$ cat config.mk
export PLATFORM = sky130hd
export DESIGN_NAME = serial_frame_loader
export DESIGN_NICKNAME = d
export VERILOG_FILES = /design/src/rtl/serial_frame_loader_pkg.sv /design/src/rtl/serial_frame_loader_bit_counter.sv /design/src/rtl/serial_frame_loader.sv
export SDC_FILE = /design/constraint.sdc
export NUM_CORES = 1
export LEC_CHECK = 0
export CORE_ASPECT_RATIO = 0.9
export CORE_MARGIN = 5
export CORE_UTILIZATION = 46
export DETAILED_ROUTE_END_ITERATION = 16
export GPL_TIMING_DRIVEN = 0
export PLACE_DENSITY = 0.72
export REMOVE_ABC_BUFFERS = 1
export SETUP_SLACK_MARGIN = 0.2
export SLEW_MARGIN = 20
export SYNTH_ARGS = -nofsm -noshare
export SYNTH_HDL_FRONTEND = slang
export SYNTH_HIERARCHICAL = 1
export SYNTH_SLANG_ARGS = --single-unit
$ cat constraint.sdc
create_clock -name clk -period 1.7 [get_ports clk]
set_clock_uncertainty 0.2 [all_clocks]
set_input_delay 0.34 -clock clk [delete_from_list [all_inputs] [get_ports clk]]
set_output_delay 0.34 -clock clk [all_outputs]
set_load 0.02 [all_outputs]
$ cat src/rtl/serial_frame_loader_pkg.sv
// Shared types and constants for the serial frame loader: FSM state encoding,
// default word width and the bit-counter width helper.
package serial_frame_loader_pkg;

  localparam int DEF_N = 8;

  typedef enum logic [1:0] {
    IDLE  = 2'd0,
    DATA  = 2'd1,
    STOP  = 2'd2,
    BREAK = 2'd3
  } state_t;

  // Counter must index 0..w-1; a 1-bit counter is the floor for w=2.
  function automatic int cnt_width(input int w);
    return (w < 2) ? 1 : $clog2(w);
  endfunction

endpackage

$ cat src/rtl/serial_frame_loader_bit_counter.sv
// Data-bit counter: synchronous clear, enable-increment, wraps to 0 after n-1,
// and flags the terminal count so the FSM knows the last data bit is arriving.
module bit_counter
  import serial_frame_loader_pkg::*;
#(
  parameter int n = DEF_N
) (
  input  logic clk,
  input  logic rst,
  input  logic clr_i,
  input  logic en_i,
  output logic tc_o
);

  localparam int CW = cnt_width(n);
  localparam logic [CW-1:0] LAST = CW'(n - 1);

  logic [CW-1:0] cnt_q;
  logic [CW-1:0] cnt_d;

  assign tc_o = (cnt_q == LAST);

  always_comb begin
    cnt_d = cnt_q;
    if (clr_i)     cnt_d = '0;
    else if (en_i) cnt_d = tc_o ? '0 : cnt_q + 1'b1;
  end

  always_ff @(posedge clk) begin
    if (rst) cnt_q <= '0;
    else     cnt_q <= cnt_d;
  end

endmodule

$ cat src/rtl/serial_frame_loader.sv
// Serial frame receiver: start(0), n data bits LSB first, stop(1), one bit per
// bit_en strobe. Emits the word with a 1-clk data_valid, or a 1-clk frame_err.
module serial_frame_loader
  import serial_frame_loader_pkg::*;
#(
  parameter int n = DEF_N
) (
  input  logic         clk,
  input  logic         rst,
  input  logic         serial_in,
  input  logic         bit_en,
  output logic [n-1:0] data_out,
  output logic         data_valid,
  output logic         frame_err,
  output logic         busy
);

  state_t         state_q;
  logic [n-1:0]   shift_q;
  logic [n-1:0]   shift_d;
  logic [n-1:0]   data_q;
  logic           dv_q;
  logic           err_q;
  logic           busy_q;
  logic           cnt_clr;
  logic           cnt_en;
  logic           cnt_tc;

  assign shift_d = {serial_in, shift_q[n-1:1]};
  assign cnt_clr = bit_en && (state_q == IDLE) && !serial_in;
  assign cnt_en  = bit_en && (state_q == DATA);

  bit_counter #(.n(n)) u_cnt (
    .clk   (clk),
    .rst   (rst),
    .clr_i (cnt_clr),
    .en_i  (cnt_en),
    .tc_o  (cnt_tc)
  );

  always_ff @(posedge clk) begin
    if (rst) begin
      state_q <= IDLE;
      shift_q <= '0;
      data_q  <= '0;
      dv_q    <= 1'b0;
      err_q   <= 1'b0;
      busy_q  <= 1'b0;
    end else begin
      // Pulses last exactly one cycle, independent of the strobe cadence.
      dv_q  <= 1'b0;
      err_q <= 1'b0;
      if (bit_en) begin
        case (state_q)
          IDLE: begin
            if (!serial_in) begin
              state_q <= DATA;
              busy_q  <= 1'b1;
            end
          end
          DATA: begin
            shift_q <= shift_d;
            if (cnt_tc) state_q <= STOP;
          end
          STOP: begin
            if (serial_in) begin
              data_q  <= shift_q;
              dv_q    <= 1'b1;
              busy_q  <= 1'b0;
              state_q <= IDLE;
            end else begin
              err_q   <= 1'b1;
              state_q <= BREAK;
            end
          end
          BREAK: begin
            // A low line here is a continuing break, never a fresh start bit.
            if (serial_in) begin
              busy_q  <= 1'b0;
              state_q <= IDLE;
            end
          end
          default: state_q <= IDLE;
        endcase
      end
    end
  end

  assign data_out   = data_q;
  assign data_valid = dv_q;
  assign frame_err  = err_q;
  assign busy       = busy_q;

endmodule

==> impl_metrics.yaml <==
clocking:
  path_clk_slew_ps: 120
  clk_path_buf_depth: 2
  clockRootBuffer: "clkbuf_4"
  htree_levels: 1
  cts_tree: "yes"
  cts_buffers: 3
  cts_sinks: 24
  clk_latency_ps: 310
placement:
  postPlaceCellArea_sq_um: 1160
  place_hpwl_microns: 1160
  place_congestion: 0.689
  post-place-cells: 126
  portBuffers: 14
yosys:
  synth_cell_types: 26
  yosys.area.top_type_share: 0.478
  synth-warning-count: 6
  netlist.top_cell.by_area: "dfxtp_1"
  synth_area_sq_um: 1010
  synth-seq-cells: 24
  synth_area_leaders: "dfxtp_1 48%, mux2i_1 19%, nand2b_1 12%"
  ys_seq_area_frac: 0.478
  postSynthAreaPerCell_sq_um: 11.3
  syn_inst: 89
finish:
  fin_area_sq_um: 1210
  utilization: 0.563
  drive_gt1_frac: 0.306
  fillers: 193
  instances_no_fill: 135
  syn_to_final_growth_pct: 19.9
  layout.nets: 115
  antenna_cells: 0
power_and_ir_drop:
  vdd_ir_drop_max_mv: 0.494
  leakagePower_nw: 0.543
  combPwrFrac: 0.064
  powerDensity_nw_per_um2: 867
  power_mw: 1.05
  power_frac_seq: 0.548
  pwr-share-clk: 0.388
  power.share.switching: 0.197
  p_switching_mw: 0.206
  p_int_mw: 0.839
detailed_routing:
  finalWirelength_microns: 1660
  drtAntennaViolNets: 0
  wl_per_cell_microns: 12.3
  drc: 0
  vias_per_cell: 4.98
  firstDrtPassIters: 4
  drt_iter0_drc: 10
  vias: 672
die:
  start_util: 0.470
  dieArea_sq_um: 3220
  std_cell_rows: 16
  die_h_microns: 54.4
  io-pin-count: 15
  coreArea_sq_um: 2140
  fp.dieW_microns: 59.3
timing:
  grt_setup_unrepaired: "true"
  setup_viol: 0
  min_period_ps: 1550
  slew_headroom: 0.706
  fmax_mhz: 647
  post-route-period-util: 0.909
  hold_violations: 0
  worst_slew_pin_slew_ps: 442
  fin_setup_tns_ps: 0
  slew_violations: 0
run_status:
  status: "finished clean"
grt:
  grt_pass1_wl_microns: 2990
  grt_max_degree: 27
  grt_use_total: 0.125
  grt_overflow: 0
  grt_pass1_vias: 657
  grt_antenna_before_repair: 0
worst_setup_path:
  crit_fanout: 3
  worst-path-buf-inv: 0
  critPathTopFamily: "simple AND/OR/NAND/NOR gates"
  crit_type: "reg -> reg"
  max_stage_delay_ps: 390
  cp.required_ps: 1740
  ff2ff_setup_slack_ps: 150
  start_kind: "flip-flop"
  cp-end-kind: "flip-flop"
  timing.critical_path.arrival_ps: 1580
  crit_path_top_delay_cell: "or3b_4"
  crit_chain: "ha_1 > ha_2 > or3b_4 > a211oi_2"
hold_path:
  hp-class: "in -> reg"
run:
  drv_cap: 0
cell type report:
| type | instances | area, sq um | share of cell area |
|---|---|---|---|
| Clock buffer | 3 | 22.5 | 0.0187 |
| Clock inverter | 1 | 30.0 | 0.0249 |
| Inverter | 2 | 7.51 | 0.00622 |
| Multi-Input combinational cell | 59 | 505 | 0.419 |
| Sequential cell | 24 | 489 | 0.406 |
| Tap cell | 27 | 33.8 | 0.0280 |
| Timing Repair Buffer | 19 | 118 | 0.0975 |
registers in the layout, summed over array words and instances (netlist names):
name         count
busy             1
state_q          2
data_valid       1
u_cnt/cnt_q      3
data_out         8
frame_err        1
shift_q          8
worst paths after layout:
kind | from | end | depth (start not counted)
setup / recovery | u_cnt/cnt_q[0] | u_cnt/cnt_q[0] | 4
hold / removal | bit_en | state_q[1] | 3
setup reg to reg | u_cnt/cnt_q[0] | u_cnt/cnt_q[0] | 4
hold reg to reg | data_out[3] | data_out[3] | 2
synth_stat cells:
| cell | number |
|---|---|
| nor3_1 | 2 |
| or3b_1 | 1 |
| and4b_1 | 1 |
| ha_1 | 2 |
| clkbuf_1 | 1 |
| inv_2 | 1 |
| a2111oi_4 | 1 |
| and3_1 | 1 |
| nor2b_1 | 1 |
| o21a_1 | 1 |
| a21bo_2 | 1 |
| a21oi_1 | 1 |
| mux2i_1 | 19 |
| nor3b_1 | 1 |
| nand2b_1 | 19 |
| or3b_4 | 1 |
| a211oi_2 | 1 |
| buf_4 | 1 |
| nand3b_1 | 1 |
| nor2_1 | 2 |
| inv_1 | 1 |
| buf_2 | 1 |
| dfxtp_1 | 24 |
| o32ai_1 | 1 |
| nand4b_1 | 2 |
| buf_1 | 1 |
through the flow:
stage,setup slack (ps),hold WS [ps]
floorplan,0.540,204
detailed placement,-702,266
global placement,-719,258
finish,155,188
global route,119,202
CTS,48.5,286
cell families (layout without fill, tap and decap cells):
| logic type | count (synthesis) | count (layout) | synth area share |
|---|---|---|---|
| flip-flops | 24 | 24 | 0.478 |
| multiplexers | 19 | 19 | 0.189 |
| buffers and inverters | 6 | 25 | 0.0273 |
| AO/OA/AOI/OAI | 6 | 6 | 0.0709 |
| AND/OR/NAND/NOR | 32 | 32 | 0.210 |
| adder cells (fa/ha/maj) | 2 | 2 | 0.0249 |
power groups by stage:
stage | clock network [mW] | logic (mW) | registers [mW]
floorplan | 0 | 0.0367 | 0.588
global placement | 0 | 0.0643 | 0.587
detailed placement | 0 | 0.0653 | 0.587
CTS | 0.421 | 0.0634 | 0.575
global route | 0.447 | 0.0728 | 0.575
finish | 0.406 | 0.0664 | 0.573
placed cells by master, fill, tap and decap left out, types with 2 or more instances in the layout:
cell	instances
clkbuf_4	3
dfxtp_1	21
mux2i_1	19
dfxtp_4	2
buf_4	5
clkbuf_2	3
nand2b_1	19
nor3_1	2
buf_2	9
or3b_4	2
nand4b_1	2
worst reg2reg max path: stages, from the launching register on:
cell and delay (ps):
dfxtp_2 350, ha_1 190, ha_2 180, or3b_4 390, a211oi_2 160
repair_timing:
item | 4_1_cts | 5_1_grt
pin swaps | 1 | 2
gates resized for setup | 37 | 20
hold buffers | 0 | 0
endpoints found under the setup margin | 34 | 14
setup buffers | 2 | 3
per-layer routing:
metal / vias up / track usage / wire length [microns]
li1: 350 / - / -
met1: 313 / 0.164 / 820
met2: 7 / 0.193 / 765
met3: 2 / 0.0236 / 60
met4: 0 / 0.0679 / 12
met5: - / 0 / 0
Note: power is estimated with default switching activity, not from simulation.
